### config.mk
export PLATFORM = sky130hd
export DESIGN_NAME = kpix_cmd_link
export DESIGN_NICKNAME = d
export VERILOG_FILES = /design/src/rtl/kpix_cmd_link.sv
export SDC_FILE = /design/constraint.sdc
export NUM_CORES = 1
export LEC_CHECK = 0
export CORE_MARGIN = 1.5
export CORE_UTILIZATION = 49
export CTS_BUF_LIST = sky130_fd_sc_hd__clkbuf_8
export DETAILED_ROUTE_END_ITERATION = 16
export PLACE_DENSITY_LB_ADDON = 0.1
export SLEW_MARGIN = 20
export SYNTH_ARGS = -nofsm -noshare
export SYNTH_HDL_FRONTEND = slang
export SYNTH_SLANG_ARGS = --single-unit
export TNS_END_PERCENT = 20
### constraint.sdc
create_clock -name ext_clk -period 2.1 [get_ports ext_clk]
set_input_delay 0.42 -clock ext_clk [delete_from_list [all_inputs] [get_ports ext_clk]]
set_output_delay 0.42 -clock ext_clk [all_outputs]
set_load 0.01 [all_outputs]
### src/rtl/kpix_cmd_link.sv
// Host-side master for the KPIX serial command/readback link: serialises
// write/read/command frames on command_c and captures read responses on rdback_p.
module kpix_cmd_link #(
    parameter int unsigned TIMEOUT = 255
) (
    input  logic        ext_clk,
    input  logic        reset_c,
    input  logic        req_valid,
    output logic        req_ready,
    input  logic        req_cmd,
    input  logic        req_write,
    input  logic [6:0]  req_addr,
    input  logic [31:0] req_wdata,
    output logic        rsp_valid,
    output logic [31:0] rsp_data,
    output logic [1:0]  rsp_err,
    output logic        busy,
    output logic        command_c,
    input  logic        rdback_p
);

    localparam logic [3:0] Marker  = 4'b1010;
    localparam logic [5:0] FullCnt = 6'd46;
    localparam logic [5:0] HdrCnt  = 6'd13;
    localparam logic [5:0] RxCnt   = 6'd45;
    localparam logic [9:0] TmoLast = 10'(TIMEOUT - 1);

    typedef enum logic [2:0] {
        StIdle,
        StTx,
        StWaitRsp,
        StRx,
        StDone
    } state_t;

    state_t      state_q;
    logic [46:0] tx_sr_q;
    logic [5:0]  bit_cnt_q;
    logic [9:0]  tmo_cnt_q;
    logic [45:0] rx_sr_q;
    logic [6:0]  addr_q;
    logic        is_read_q;
    logic        rdback_q;

    // Request frame, left-aligned so header-only frames share the full-frame shifter.
    logic        wr_bit;
    logic [12:0] hdr_body;
    logic [46:0] new_frame;

    always_comb begin
        wr_bit   = req_write & ~req_cmd;
        hdr_body = {Marker, req_cmd, wr_bit, req_addr};
        if (wr_bit) begin
            new_frame = {hdr_body, ~^hdr_body, req_wdata, ~^req_wdata};
        end else begin
            new_frame = {hdr_body, ~^hdr_body, 33'd0};
        end
    end

    // Completed response: 46 bits already shifted plus the bit now in the input flop.
    logic [46:0] rx_frame;
    logic        rx_bad;

    always_comb begin
        rx_frame = {rx_sr_q, rdback_q};
        rx_bad   = (rx_frame[46:43] != Marker)
                 | rx_frame[42]
                 | rx_frame[41]
                 | (rx_frame[40:34] != addr_q)
                 | ((^rx_frame[46:33]) == 1'b0)
                 | ((^rx_frame[32:0]) == 1'b0);
    end

    assign req_ready = (state_q == StIdle);
    assign busy      = (state_q != StIdle);

    always_ff @(posedge ext_clk or negedge reset_c) begin
        if (!reset_c) begin
            state_q   <= StIdle;
            tx_sr_q   <= '0;
            bit_cnt_q <= '0;
            tmo_cnt_q <= '0;
            rx_sr_q   <= '0;
            addr_q    <= '0;
            is_read_q <= 1'b0;
            rdback_q  <= 1'b0;
            command_c <= 1'b0;
            rsp_valid <= 1'b0;
            rsp_data  <= '0;
            rsp_err   <= '0;
        end else begin
            rdback_q <= rdback_p;
            unique case (state_q)
                StIdle: begin
                    if (req_valid) begin
                        addr_q    <= req_addr;
                        is_read_q <= ~req_cmd & ~req_write;
                        command_c <= new_frame[46];
                        tx_sr_q   <= {new_frame[45:0], 1'b0};
                        bit_cnt_q <= wr_bit ? FullCnt : HdrCnt;
                        state_q   <= StTx;
                    end
                end
                StTx: begin
                    if (bit_cnt_q != 6'd0) begin
                        command_c <= tx_sr_q[46];
                        tx_sr_q   <= {tx_sr_q[45:0], 1'b0};
                        bit_cnt_q <= bit_cnt_q - 6'd1;
                    end else begin
                        command_c <= 1'b0;
                        if (is_read_q) begin
                            tmo_cnt_q <= '0;
                            state_q   <= StWaitRsp;
                        end else begin
                            rsp_valid <= 1'b1;
                            rsp_data  <= '0;
                            rsp_err   <= 2'b00;
                            state_q   <= StDone;
                        end
                    end
                end
                StWaitRsp: begin
                    // The first sampled 1 is the leading marker bit.
                    if (rdback_q) begin
                        rx_sr_q   <= 46'd1;
                        bit_cnt_q <= RxCnt;
                        state_q   <= StRx;
                    end else if (tmo_cnt_q == TmoLast) begin
                        rsp_valid <= 1'b1;
                        rsp_data  <= '0;
                        rsp_err   <= 2'b01;
                        state_q   <= StDone;
                    end else begin
                        tmo_cnt_q <= tmo_cnt_q + 10'd1;
                    end
                end
                StRx: begin
                    if (bit_cnt_q != 6'd0) begin
                        rx_sr_q   <= {rx_sr_q[44:0], rdback_q};
                        bit_cnt_q <= bit_cnt_q - 6'd1;
                    end else begin
                        rsp_valid <= 1'b1;
                        rsp_data  <= rx_frame[32:1];
                        rsp_err   <= {rx_bad, 1'b0};
                        state_q   <= StDone;
                    end
                end
                StDone: begin
                    rsp_valid <= 1'b0;
                    state_q   <= StIdle;
                end
                default: begin
                    command_c <= 1'b0;
                    rsp_valid <= 1'b0;
                    state_q   <= StIdle;
                end
            endcase
        end
    end

endmodule

Yosys cells after proc, flatten, opt, wreduce, memory -nomap -nowiden
Index checks and enable logic that the tools add are counted.

word-level totals
  flip-flop bits (word level) = 157
  input bits = 45
  output and inout port bits = 38
  word-level logic and storage cells = 115

operators by class
  add/sub/neg operators = 2
  eq/ne operators = 20
  mux-type cells = 45
  bitwise operators = 13
  reduce and logical (&&, ||, !) cells = 23

operator list
  cell                                                              number
  32-bit two-way mux                                                5
  32-bit case mux with 3 select lines                               1
  47-bit two-way mux                                                2
  47-bit case mux with 2 select lines                               1
  46-bit two-way mux                                                2
  46-bit case mux with 2 select lines                               1
  42-bit two-way mux                                                1
  10-bit two-way mux                                                4
  33-bit parity                                                     1
  32-bit XNOR reduction                                             1
  6-bit two-way mux                                                 4
  2-bit inequality test, second input constant                      11
  10-bit case mux with 2 select lines                               1
  3-bit two-way mux                                                 6
  6-bit case mux with 3 select lines                                1
  14-bit parity                                                     1
  13-bit XNOR reduction                                             1
  3-bit case mux with 4 select lines                                1
  6-bit AND reduction                                               2
  10-bit by 1-bit adder with 10-bit output, second input constant   1
  10-bit by 8-bit == test with 1-bit output, second input constant  1
  2-bit two-way mux                                                 5
  3-bit nonzero test                                                3
  4-bit AND reduction                                               2
  23 further kinds                                                  44

Depth between registers and ports, before layout
Gate-level depths: netlist of the first run.

  word-level depth = 8
  gate-level depth with buffers = 10
  depth with buffers taken out = 9

Worst setup path after synthesis of the first run
No wires, ideal clock.

  kind = register to register
  from = reg bit_cnt_q[0]
  to = reg bit_cnt_q[4]
  library setup time = 0.119 ns
  arrival time = 1.847 ns
  data required time = 1.981 ns
  setup slack = 0.134 ns
  stages on the path, launching flop included = 10
  path buffers = 1
  clock period less this slack = 1.966 ns
  cell sequence = dfrtp_1 -> inv_1 -> ha_1 -> nor2b_1 -> and2_1 -> a211o_1 -> buf_6 -> nor4b_2 -> xor2_1 -> and2_1

between the ends
  cells in the longest elaborated chain, start to end = 3
  elaborated cells on any way between the ends = 6
  those cells by class = add/sub (1); eq/ne (1); mux (2); reduce/logical (2)

RTL lines
  item                                                                                          line  source
  start, declared                                                                               38    logic [5:0] bit_cnt_q;
  start signal, assigned                                                                        100   bit_cnt_q <= wr_bit ? FullCnt : HdrCnt;
  start signal, assigned                                                                        108   bit_cnt_q <= bit_cnt_q - 6'd1;
  start signal, assigned                                                                        126   bit_cnt_q <= RxCnt;
  6-bit by 1-bit subtractor with 6-bit output / 6-bit nonzero test (equally long branches)      n/a
  6-bit two-way mux / 2-bit by 1-bit inequality test with 1-bit output (equally long branches)  n/a
  6-bit case mux with 3 select lines / 4-bit AND reduction (equally long branches)              n/a

Several ways; a longest one is shown, not always the timed one. The select of a mux whose other input is x is not followed.
A chain may end at the register's enable or synchronous reset.

Worst setup path in the final report of the first run
  from = reg state_q[1]
  to = out req_ready

between the ends
  cells in the longest elaborated chain, start to end = 1

RTL lines
  item                    line  source
  start, declared         36    state_t state_q;
  start signal, assigned  79    state_q <= StIdle;
  start signal, assigned  101   state_q <= StTx;
  start signal, assigned  113   state_q <= StWaitRsp;
  3-bit logical NOT       74    assign req_ready = (state_q == StIdle);
  end, declared           9     output logic req_ready,

Every way passes these cells.

==> impl_results.md, run 1 <==
- Buf/Inv on CP: 2
- Core area: 15260 sq um
- Syn. warnings: 0
- Share of cells above drive strength 1: 11.18%
- ANT nets after route: 0
- Vias in the first global route: 5528
- Startpoint Class: register
- Row count: 45
- Post-synth EDFFs: 0
- Register area: 3906 sq um
- Detailed Route WL: 15.91 mm
- RSZ-0062 raised after global routing: true
- Final nets: 959
- Slowest-stage cell, CP: or3_4
- Antenna violations before repair: 0
- Total number of vias: 5810
- Crit path capture type: output port
- RD Place Congestion: 0.8311
- Hold EP: rdback_q
- IO Pins: 83
- Skew-Pair Late Insertion Delay: 0.46 ns
- Die ar.: 16400 sq um
- Worst r2r src: bit_cnt_q[0]
- Syn Area/Cell: 9.460 sq um
- Switching part of the total: 36.97%
- Worst Hold Slack: 0.3981 ns
- DR WL/cell: 14.05 um
- CTS Buffer Depth: 2
- Slew Viols, Final: 0
- Total GRT Usage: 20.50%
- Post-synth top area cell: dfrtp_1
- Reg2Reg Capture Point: tmo_cnt_q[7]
- Register-to-Register Setup Slack: 0.12 ns
- Tot Pwr: 10.72 mW
- CP arrival: 1.62 ns
- Fill cells: 1347
- Final hold vios: 0
- Top FF cell, synth: dfrtp_1
- TritonRoute pass-1 iters: 4
- Post-Syn Area: 7662 sq um
- Worst path cell trace: or3_4, inv_2, dlygate4sd2_1
- Avg Vias per Cell: 5.133
- Hold path start: rdback_p
- Share of total power in sequential cells: 37.7%
- ANT cells: 0
- TritonCTS Buffers: 17
- Register area share after synthesis: 50.95%
- Synth top area share: 50.95%
- Max VDD drop: 0.7773 mV
- PwrDens: 1134 nW/um^2
- Area occupied by multi-input gates: 3531 sq um
- Die width: 128.1 um
- CTS Sinks: 156
- First-pass GRT wire length: 26.57 mm
- Gate power share: 42.0%
- Hold Crit Class: in -> reg
- Top cells by area, synth: dfrtp_1 (51%), nand2_1 (9.1%), xnor2_1 (7.9%), o21ai_1 (4.6%), o21ai_0 (4.2%)
- Critical Path Max Stage Delay: 0.43 ns
- Slew @ Worst Pin: 0.5041 ns
- GRT Residual Overflow: 0
- Max-cap violations: 0
- CTS tree: yes
- Fmax: 489.5 MHz
- Internal power: 6.758 mW
- Sw power: 3.964 mW
- Pleak: 4.123 nW
- Clock-pin transition on the worst setup and hold timing paths: 0.08 ns
- DRC: 0
- Port bufs: 82
- Period utilisation layout: 97.29%
- Finished Core Util: 61.98%
- Initial Util: 50.22%
- Syn_nets: 861
- Clk network pwr share: 20.3%
- Largest net degree at the start of global routing: 64
- Cells after synthesis: 810
- CP Class: reg -> out
- Final Setup Violations: 0
- Area growth syn-to-layout: 23.42%
- Synth async-reset ratio: 100.0%
- Worst Path Required: 1.68 ns
- Top delay family on crit path: simple AND/OR/NAND/NOR gates
- Clk root buf: clkbuf_8
- Hold path cells: 1
- Initial DRC Count: 318
- Status: finished, final reports clean
- CTS H-Tree Depth: 4
- Synthesized flop and latch total: 156
- Crit path max fanout: 3
- Die height: 128.1 um
- Worst rel slew slack: 66.39%
- Final min period: 2.043 ns
- R2R depth: 9
- Post-DP HPWL: 11.01 mm
- Setup Skew: 0.006615 ns
- Yosys cell types: 52
## cell usage in the layout (no fill, tap or decap), types with 2 or more instances in the layout
cell type / n
nand2_1: 186
dfrtp_1: 154
clkdlybuf4s50_1: 79
o21ai_1: 71
xnor2_1: 69
o21ai_0: 65
a21oi_1: 44
and3_1: 34
buf_4: 32
clkbuf_8: 23
xor2_1: 16
inv_1: 12
nor2_1: 11
buf_12: 10
nand3_1: 9
mux2_2: 8
mux2i_1: 8
and2_1: 6
ha_1: 6
nand3b_1: 5
o31ai_1: 5
nor2b_1: 4
nand2b_1: 4
nor3_1: 4
xnor3_1: 4
nor4_1: 3
inv_2: 2
nor3_2: 2
a21o_2: 2
nor4_2: 2
nand4_1: 2
clkinv_2: 2
clkinvlp_4: 2
buf_6: 2
clkbuf_16: 2
dlygate4sd2_1: 2
dfrtp_2: 2
## per-stage QoR
step,cells,setup slack (ns),instance area (sq um),TNS [ns]
after global placement,1092,-0.001878,8949,-0.001878
after floorplan,810,0.1336,7662,0
final,1132,0.05700,9457,0
after detailed placement,1092,-0.01388,8949,-0.01388
after CTS,1128,0.02980,9368,0
after global routing,1132,-0.01723,9457,-0.1158
## metal layers
| layer | GRT usage [%] | vias up | part of all wire (%) |
|---|---|---|---|
| li1 | - | 2927 | - |
| met1 | 28.43 | 2767 | 48 |
| met2 | 31.94 | 93 | 47 |
| met3 | 3.881 | 23 | 3.1 |
| met4 | 8.196 | 0 | 1.9 |
| met5 | 0 | - | 0 |
## state kept, by name, indices dropped and copies added (netlist names)
register	flops
rx_sr_q	46
rsp_err	2
rsp_valid	1
rsp_data	32
tmo_cnt_q	10
command_c	1
rdback_q	1
tx_sr_q	46
is_read_q	1
bit_cnt_q	6
addr_q	7
state_q	3
## area by class of cell
| cell class | count | share of cell area, % |
|---|---|---|
| Inverter | 10 | 0.3969 |
| Sequential cell | 156 | 41.31 |
| Multi-Input combinational cell | 595 | 37.34 |
| Timing Repair Buffer | 128 | 14.08 |
| Clock buffer | 23 | 3.347 |
| Tap cell | 211 | 2.792 |
| Clock inverter | 9 | 0.7409 |
## cell families after synthesis
| family | share of synthesized area, % |
|---|---|
| and+or+nand+nor | 17.42 |
| AOI/OAI and AO/OA | 13.88 |
| DFF | 50.95 |
| xor gates and xnor gates | 10.89 |
| buffers and inverters | 3.658 |
| muxes | 2.221 |
| adders and majority gates | 0.9797 |
## how the worst max path moves through the flow
stage / startpoint / cells past startpoint / slack (ns) / to
2_1_floorplan: bit_cnt_q[0] / 9 / 0.13 / bit_cnt_q[4]
3_3_place_gp: req_valid / 7 / -0.002 / bit_cnt_q[4]
3_5_place_dp: req_valid / 7 / -0.01 / bit_cnt_q[5]
4_1_cts: bit_cnt_q[0] / 8 / 0.03 / bit_cnt_q[4]
5_1_grt: bit_cnt_q[0] / 11 / -0.02 / rx_sr_q[3]
6_report: state_q[1] / 3 / 0.06 / req_ready
## power by group through the flow
| stage | sequential, mW | clock, mW | combinational [mW] |
|---|---|---|---|
| 2_1_floorplan | 4.00 | 0 | 2.96 |
| 3_3_place_gp | 4.08 | 0 | 4.24 |
| 3_5_place_dp | 4.10 | 0 | 4.34 |
| 4_1_cts | 4.03 | 2.23 | 4.38 |
| 5_1_grt | 4.12 | 2.36 | 5.04 |
| 6_report | 4.04 | 2.18 | 4.50 |
## worst register-to-register path, delay by kind of cell, from the launching register on
kind / cells / cell delay, ns
XOR/XNOR: 1 / 0.16
AND/OR/NAND/NOR: 3 / 0.54
adder cells (fa/ha/maj): 1 / 0.16
AO/OA/AOI/OAI: 2 / 0.35
flip-flops: 1 / 0.39
buffers and inverters: 2 / 0.26
## Yosys cell counts (2+ instances only)
master and count:
xnor3_1 4, dfrtp_1 156, xor2_1 16, nor2b_1 5
and3_1 34, nand3b_1 5, a21o_1 3, inv_2 2
o21ai_0 65, nor4_1 4, nand2b_1 4, buf_6 5
inv_1 8, o21ai_1 71, mux2_2 8, nor2_1 11
buf_2 17, xnor2_1 69, a21oi_1 44, nand3_1 9
nand4_1 2, clkbuf_1 27, and2_1 7, nor3_1 5
mux2i_1 8, o31ai_1 5, nand2_1 186, ha_1 6
## what timing repair did
item,4_1_cts,5_1_grt
endpoints found under the setup margin,2,71
cloned,0,2
setup buffers,3,2
endpoints found under the hold margin,50,0
pin swaps,0,1
hold buffers,1,0
gates resized for setup,4,9
Note: power is estimated with default switching activity, not from simulation.
==> run 2: changes to the inputs <==
--- a/config.mk
+++ b/config.mk
@@ -5,11 +5,13 @@
 export SDC_FILE = /design/constraint.sdc
 export NUM_CORES = 1
 export LEC_CHECK = 0
+export CORE_ASPECT_RATIO = 1.75
 export CORE_MARGIN = 1.5
 export CORE_UTILIZATION = 49
 export CTS_BUF_LIST = sky130_fd_sc_hd__clkbuf_8
 export DETAILED_ROUTE_END_ITERATION = 16
 export PLACE_DENSITY_LB_ADDON = 0.1
+export REMOVE_ABC_BUFFERS = 1
 export SLEW_MARGIN = 20
 export SYNTH_ARGS = -nofsm -noshare
 export SYNTH_HDL_FRONTEND = slang
==> impl_results.md, run 2 (synthesis results as in run 1) <==
- Worst Path Required: 1.68 ns (about the same)
- Avg Vias per Cell: 5.347 (was 5.133)
- Post-DP HPWL: 11.79 mm (was 11.01 mm)
- Row count: 60 (was 45)
- Share of cells above drive strength 1: 10.20% (was 11.18%)
- Die width: 97.53 um (was 128.1 um)
- Clk root buf: clkbuf_8 (unchanged)
- Largest net degree at the start of global routing: 91 (was 64)
- Clock-pin transition on the worst setup and hold timing paths: 0.10 ns (was 0.08 ns)
- Area growth syn-to-layout: 21.83% (was 23.42%)
- Core area: 15310 sq um (was 15260 sq um)
- DR WL/cell: 15.22 um (was 14.05 um)
- Final hold vios: 0 (unchanged)
- Biggest regs: rx_sr_q (46), tx_sr_q (46), rsp_data (32) (unchanged)
- CP arrival: 1.60 ns (was 1.62 ns)
- TritonCTS Buffers: 17 (unchanged)
- Slowest-stage cell, CP: or3_4 (unchanged)
- Internal power: 6.607 mW (was 6.758 mW)
- Slew Viols, Final: 0 (unchanged)
- Vias in the first global route: 5811 (was 5528)
- Die ar.: 16430 sq um (was 16400 sq um)
- Sw power: 4.102 mW (was 3.964 mW)
- Worst Hold Slack: 0.4390 ns (was 0.3981 ns)
- DRC: 0 (unchanged)
- Fill cells: 1365 (was 1347)
- Commonest cells after routing, fill and taps aside: nand2_1 (186), dfrtp_1 (156), clkdlybuf4s50_1 (79), o21ai_1 (71), xnor2_1 (69) (was nand2_1 (186), dfrtp_1 (154), clkdlybuf4s50_1 (79), o21ai_1 (71), xnor2_1 (69))
- Initial DRC Count: 168 (was 318)
- CTS tree: yes (unchanged)
- Final min period: 2.019 ns (was 2.043 ns)
- Port bufs: 82 (unchanged)
- Detailed Route WL: 16.72 mm (was 15.91 mm)
- Switching part of the total: 38.30% (was 36.97%)
- Final worst slack: 0.08130 ns (was 0.05700 ns)
- IO Pins: 83 (unchanged)
- Max-cap violations: 0 (unchanged)
- Hold Crit Class: in -> async (was in -> reg)
- Fmax: 495.4 MHz (was 489.5 MHz)
- Gate power share: 40.6% (was 42.0%)
- Total GRT Usage: 20.44% (was 20.50%)
- Setup WS pre-CTS: -0.003673 ns (was -0.01388 ns)
- Post-Place Cell Area: 8810 sq um (was 8949 sq um)
- Share of total power in sequential cells: 37.6% (was 37.7%)
- CTS Buffer Depth: 2 (unchanged)
- Worst rel slew slack: 73.44% (was 66.39%)
- ANT cells: 0 (unchanged)
- RD Place Congestion: 0.8046 (was 0.8311)
- GRT Residual Overflow: 0 (unchanged)
- CP Class: reg -> out (unchanged)
- CTS Sinks: 156 (unchanged)
- Clk network pwr share: 21.8% (was 20.3%)
- Final Setup Violations: 0 (unchanged)
- Pleak: 4.057 nW (was 4.123 nW)
- Status: finished, final reports clean (unchanged)
- RSZ-0062 raised after global routing: false (was true)
- Period utilisation layout: 96.13% (was 97.29%)
- Crit path capture type: output port (unchanged)
- PwrDens: 1147 nW/um^2 (was 1134 nW/um^2)
- Register area: 3904 sq um (was 3906 sq um)
- Fin area: 9335 sq um (was 9457 sq um)
- Die height: 168.4 um (was 128.1 um)
- CTS H-Tree Depth: 4 (unchanged)
- Finished Core Util: 60.96% (was 61.98%)
- Final nets: 950 (was 959)
- Crit path max fanout: 3 (unchanged)
- Setup Skew: 0.01864 ns (was 0.006615 ns)
- Slew @ Worst Pin: 0.3984 ns (was 0.5041 ns)
- Antenna violations before repair: 0 (unchanged)
- Most common cell after layout, fill and taps aside: nand2_1 (unchanged)
- TritonRoute pass-1 iters: 4 (unchanged)
- First-pass GRT wire length: 27.43 mm (was 26.57 mm)
- Skew-Pair Late Insertion Delay: 0.44 ns (was 0.46 ns)
- Total number of vias: 5871 (was 5810)
- Max VDD drop: 0.6466 mV (was 0.7773 mV)
- ANT nets after route: 0 (unchanged)
- Worst path cell trace: or3_4, inv_2, dlygate4sd2_1 (unchanged)
- Startpoint Class: register (unchanged)
- Area occupied by multi-input gates: 3513 sq um (was 3531 sq um)
- Critical Path Max Stage Delay: 0.42 ns (was 0.43 ns)
- Tot Pwr: 10.71 mW (was 10.72 mW)
- Initial Util: 50.03% (was 50.22%)
==> run 2: cell type report <==
cell class	instances	share of cell area, %
Inverter	10	0.4021
Timing Repair Buffer	119	13.18
Clock buffer	19	2.801
Tap cell	186	2.493
Multi-Input combinational cell	595	37.64
Sequential cell	156	41.82
Clock inverter	13	1.675
==> run 2: power by group through the flow <==
stage	clock, mW	combinational [mW]	sequential, mW
6_report	2.33	4.35	4.03
5_1_grt	2.50	4.83	4.10
4_1_cts	2.38	4.17	4.03
3_5_place_dp	0	4.16	4.09
3_3_place_gp	0	4.03	4.06
2_1_floorplan	0	2.27	3.98
==> run 2: worst paths after layout <==
path	from	end	slack, ns	cells after the start
worst max register to register	bit_cnt_q[1]	rx_sr_q[3]	0.14	9
worst min-delay path	reset_c	rsp_data[27]	0.44	2
worst min register to register	rsp_data[12]	rsp_data[12]	0.49	2
worst max-delay path	state_q[1]	req_ready	0.08	3
min in group ext_clk	rdback_p	rdback_q	0.47	1
max in group asynchronous	reset_c	tx_sr_q[35]	0.98	3
==> run 2: timing repair <==
action	CTS	global route
cloned	0	3
endpoints found under the setup margin	2	81
pin swaps	0	1
gates resized for setup	2	8
hold buffers	1	0
buffers inserted	1	3
hold endpoints to repair	35	0
==> run 2: metrics by stage <==
step | setup TNS, ns | instances
final | 0 | 1098
after detailed placement | -0.003673 | 1058
after CTS | 0 | 1092
after global placement | 0 | 1058
after floorplan | -214.64 | 761
after global routing | 0 | 1098
==> run 2: metal layers <==
metal	up-vias	global-route usage [%]	part of all wire [%]
li1	2911	-	-
met1	2820	22.92	39
met2	127	39.31	57
met3	13	2.657	2.8
met4	0	6.770	1.4
met5	-	0	0
==> run 2: worst max-delay path: cells and delay by family, from the launching register on <==
family	cells	cell delay [ns]
and+or+nand+nor	1	0.42
buffers and inverters	2	0.33
DFF	1	0.40
==> run 3: changes to the inputs <==
--- a/config.mk
+++ b/config.mk
@@ -10,7 +10,7 @@
 export CORE_UTILIZATION = 49
 export CTS_BUF_LIST = sky130_fd_sc_hd__clkbuf_8
 export DETAILED_ROUTE_END_ITERATION = 16
-export PLACE_DENSITY_LB_ADDON = 0.1
+export PLACE_DENSITY_LB_ADDON = 0.12
 export REMOVE_ABC_BUFFERS = 1
 export SLEW_MARGIN = 20
 export SYNTH_ARGS = -nofsm -noshare
==> constraint.sdc (replaced) <==
create_clock -name ext_clk -period 1.77 [get_ports ext_clk]
set_input_delay 0.354 -clock ext_clk [delete_from_list [all_inputs] [get_ports ext_clk]]
set_output_delay 0.354 -clock ext_clk [all_outputs]
set_load 0.01 [all_outputs]
==> impl_results.md, run 3 (synthesis results as in run 1) <==
- Hold Crit Class: in -> reg (was in -> async)
- Core area: 15310 sq um (unchanged)
- Slew Viols, Final: 0 (unchanged)
- Placed Cells incl. Taps: 1112 (was 1058)
- DRC: 0 (unchanged)
- Max-cap violations: 0 (unchanged)
- Met2 WL: 10.38 mm (was 9.489 mm)
- Die height: 168.4 um (unchanged)
- Startpoint Class: register (unchanged)
- Biggest regs: rx_sr_q (46), tx_sr_q (46), rsp_data (32) (unchanged)
- Fill cells: 1233 (was 1365)
- TritonRoute pass-1 iters: 4 (unchanged)
- DR WL/cell: 15.80 um (was 15.22 um)
- ANT nets after route: 0 (unchanged)
- Vias in the first global route: 6338 (was 5811)
- Post-DP HPWL: 12.37 mm (was 11.79 mm)
- Status: finished with violations (was finished, final reports clean)
- Total number of vias: 6305 (was 5871)
- Metal3 WL: 568 um (was 476 um)
- Wire length on met1: 6.869 mm (was 6.521 mm)
- Die ar.: 16430 sq um (unchanged)
- Period utilisation layout: 108.6%
- Slew @ Worst Pin: 0.4269 ns (was 0.3984 ns)
- Port bufs: 82 (unchanged)
- First-pass GRT wire length: 29.28 mm (was 27.43 mm)
- Max VDD drop: 1.039 mV (was 0.6466 mV)
- Antenna violations before repair: 0 (unchanged)
- TritonCTS Buffers: 17 (unchanged)
- Crit path max fanout: 5 (was 3)
- Clk root buf: clkbuf_8 (unchanged)
- CP arrival: 2.30 ns (was 1.60 ns)
- CTS tree: yes (unchanged)
- Avg Vias per Cell: 5.398 (was 5.347)
- Worst rel slew slack: 71.54% (was 73.44%)
- RSZ-0062 raised after global routing: true (was false)
- GRT Residual Overflow: 0 (unchanged)
- Detailed Route WL: 18.46 mm (was 16.72 mm)
- Pleak: 4.625 nW (was 4.057 nW)
- Crit path capture type: register (was output port)
- IO Pins: 83 (unchanged)
- Final nets: 1020 (was 950)
- Final hold vios: 0 (unchanged)
- CTS Buffer Depth: 2 (unchanged)
- RD Place Congestion: 0.8577 (was 0.8046)
- CP Class: reg -> reg (was reg -> out)
- Violated checks: setup timing
- Die width: 97.53 um (unchanged)
- ANT cells: 0 (unchanged)
- Commonest cells after routing, fill and taps aside: nand2_1 (156), dfrtp_1 (156), o21ai_1 (96), clkdlybuf4s50_1 (76), buf_4 (73) (was nand2_1 (186), dfrtp_1 (156), clkdlybuf4s50_1 (79), o21ai_1 (71), xnor2_1 (69))
- Setup TNS Final: -3.351 ns (was 0 ns)
- Post-Place Cell Area: 9290 sq um (was 8810 sq um)
- Clock-pin transition on the worst setup and hold timing paths: 0.09 ns (was 0.10 ns)
- Highest metal used: met4 (unchanged)
- Post-route insts no fill: 1168 (was 1098)
- PwrDens: 1367 nW/um^2 (was 1147 nW/um^2)
- Area growth syn-to-layout: 34.94% (was 21.83%)
- Fin area: 10340 sq um (was 9335 sq um)
- Share of cells above drive strength 1: 23.32% (was 10.20%)
- Final min period: 1.922 ns
- Largest net degree at the start of global routing: 56 (was 91)
- Skew-Pair Late Insertion Delay: 0.44 ns (about the same)
- Total GRT Usage: 21.94% (was 20.44%)
- CTS Sinks: 156 (unchanged)
- Initial DRC Count: 166 (was 168)
- Worst Path Required: 2.15 ns (was 1.68 ns)
- Final Setup Violations: 68 (was 0)
- Fmax: 520.3 MHz
- Final worst slack: -0.1520 ns (was 0.08130 ns)
- Initial Util: 50.03% (unchanged)
- CTS H-Tree Depth: 4 (unchanged)
- Row count: 60 (unchanged)
- Setup Skew: 0.01699 ns (was 0.01864 ns)
- Finished Core Util: 67.52% (was 60.96%)
-- run 3: cell types whose count changed in the layout (fill, tap and decap cells not counted), sizes merged --
cell           before  now
buf                35  103
clkinv              5    3
clkbuf             21   23
bufbuf              0    1
dlymetal6s2s        0    2
bufinv              2    0
dlygate4sd2         2    1
inv                15   18
clkinvlp            1    3
clkdlybuf4s50      79   76
-- run 3: report_power, final --
group          leakage, nW  internal [mW]  total [mW]  switching (mW)
Sequential            2.11           4.31        4.78           0.469
Clock                0.180           1.03        2.43            1.40
Combinational         2.34           3.37        6.92            3.55
-- run 3: metrics by stage --
| stage | hold WS, ns | power, mW | worst slack (ns) |
|---|---|---|---|
| 4_1_cts | 0.3572 | 13.56 | -0.1203 |
| 2_1_floorplan | 0.05841 | 7.338 | -3.153 |
| 3_5_place_dp | 0.3074 | 10.51 | -0.2465 |
| 3_3_place_gp | 0.3056 | 10.31 | -0.1949 |
| 5_1_grt | 0.3768 | 15.06 | -0.2246 |
| 6_report | 0.3827 | 14.13 | -0.1520 |
-- run 3: layout make-up --
class / count / area [sq um] / share of cell area, %
well taps: 186 / 232.7 / 2.251
clock inverters: 14 / 108.9 / 1.053
clock buffers: 18 / 247.7 / 2.396
repair buffers: 189 / 2003 / 19.37
inverters: 10 / 40.04 / 0.3872
multi-input cells: 595 / 3804 / 36.79
flip-flops and latches: 156 / 3904 / 37.75
-- run 3: what timing repair did --
action,CTS,global route
endpoints found under the setup margin,95,139
pin swaps,15,17
setup buffers,10,3
hold buffers,1,0
hold endpoints to repair,35,0
gates cloned,4,8
gates resized for setup,74,90
-- run 3: final timing paths --
path / slack (ns) / cells after the start / to / start
max in group asynchronous: 0.72 / 3 / rx_sr_q[40] / reset_c
setup reg to reg: -0.15 / 6 / bit_cnt_q[4] / state_q[1]
hold reg to reg: 0.49 / 2 / tx_sr_q[43] / tx_sr_q[43]
hold / removal: 0.38 / 1 / rdback_q / rdback_p
min in group asynchronous: 0.39 / 2 / rsp_data[28] / reset_c
setup / recovery: -0.15 / 6 / bit_cnt_q[4] / state_q[1]
-- run 3: metal layers --
metal,track usage [%],vias up
li1,-,3047
met1,23.16,3069
met2,41.94,150
met3,3.279,39
met4,10.43,0
met5,0,-
-- run 3: worst max-delay path, stage by stage (launching register included) --
cell	delay, ns
dfrtp_1	0.39
buf_6	0.13
or2b_1	0.29
or4_1	0.55
o221a_4	0.16
nand3_1	0.19
and2_1	0.16
==> RTL edit, RTL diff (config.mk and constraints of run 2) <==
Make the reset (`reset_c`) synchronous in one clocked block.
--- a/src/rtl/kpix_cmd_link.sv
+++ b/src/rtl/kpix_cmd_link.sv
@@ -75,5 +75,5 @@
     assign busy      = (state_q != StIdle);
 
-    always_ff @(posedge ext_clk or negedge reset_c) begin
+    always_ff @(posedge ext_clk) begin
         if (!reset_c) begin
             state_q   <= StIdle;
Function: differs if reset_c is asserted again (counterexample within 4 cycles, from zero or initial values and one cycle with reset_c low); with reset_c held inactive, the same outputs for 10 cycles.
==> RTL edit against run 2 <==
First-iteration DRC count is 2.4% lower; cell area is 0.83% higher; wire length is 3.5% higher; area after synthesis is 3.3% lower; count of clock-buffer cells in the layout is 1 higher; sequential cell count stayed put; maximum frequency is 0.85% lower; setup slack worse by 0.017 ns; largest cell class is now multi-input combinational cells.
Power is not compared: it rests on default switching activity, and its combinational part moved more than twofold at a synthesized area within 25%.
==> RTL edit: results (changes against run 2) <==
- Outcome: complete, no violations
- GRT met1 Usage: 23.3% (+0.42 points)
- CP top delay family: buffers and inverters
- CP max FO: 15 (+12)
- Flop2flop setup slack: 0.07 ns (-0.07 ns)
- Gr usage total: 21.7% (+1.3 points)
- Layout Nets: 1009 (+6.2%)
- Post-Synth Adder-Cell Area: 1.01% (+0.033 points)
- Crit path launch: state_q[2]$_SDFFE_PN0P_
- Synth top area cells: dfxtp_1, xnor2_1, a21boi_0, nand3_1, nand2_1
- FF-to-FF path depth: 7 (-2)
- CP arrival: 1.62 ns (+0.02 ns)
- First DRT Iteration DRCs: 164 (-2.4%)
- Post-synth ARST share: 0% (-100 points)
- M3 GR Usage: 4.09% (+1.4 points)
- Syn_area_per_cell: 8.65 sq um (-8.6%)
- Worst-Margin Slew: 0.384 ns (-0.0148 ns)
- Setup slack at placement: -0.0765 ns (-0.0728 ns)
- Via count: 6331 (+7.8%)
- Met2 wire length: 9530 microns (+0.44%)
- Top_reg_cell synth: dfxtp_1
- GP Congestion: 0.800 (-0.52%)
- Max incr delay on CP: 0.32 ns (-0.10 ns)
- HPWL Detailed: 11900 microns (+0.67%)
- Final min period: 2.04 ns (+0.0173 ns)
- CP Capture Point: busy
- Worst r2r src: bit_cnt_q[4]$_SDFFE_PN0P_
- Synth Area in Compound Gates: 17.2% (+3.3 points)
-- RTL edit: cell count changes after synthesis, moves of 32 or more --
cell	change
a21oi_1	-32
nand2_1	-62
dfxtp_1	+156
dfrtp_1	-156
o21ai_1	-70
a21boi_0	+84
o21ai_0	-59
nand3_1	+89
-- RTL edit: area by class of cell --
| class | count | area, sq um | share of cell area, % |
|---|---|---|---|
| Multi-Input combinational cell | 628 | 4060 | 43.1 |
| Inverter | 7 | 26.3 | 0.279 |
| Clock buffer | 20 | 275 | 2.92 |
| Clock inverter | 12 | 150 | 1.60 |
| Tap cell | 183 | 229 | 2.43 |
| Timing Repair Buffer | 148 | 1550 | 16.4 |
| Sequential cell | 156 | 3130 | 33.2 |
-- RTL edit: stage by stage --
step	hold slack (ns)	setup TNS (ns)	area, sq um
final	0.395	0	9410
after global routing	0.397	-0.125	9410
after CTS	0.381	-0.0401	9220
after detailed placement	0.456	-0.171	8780
after global placement	0.442	-0.0846	8780
after floorplan	0.441	-113.13	7140
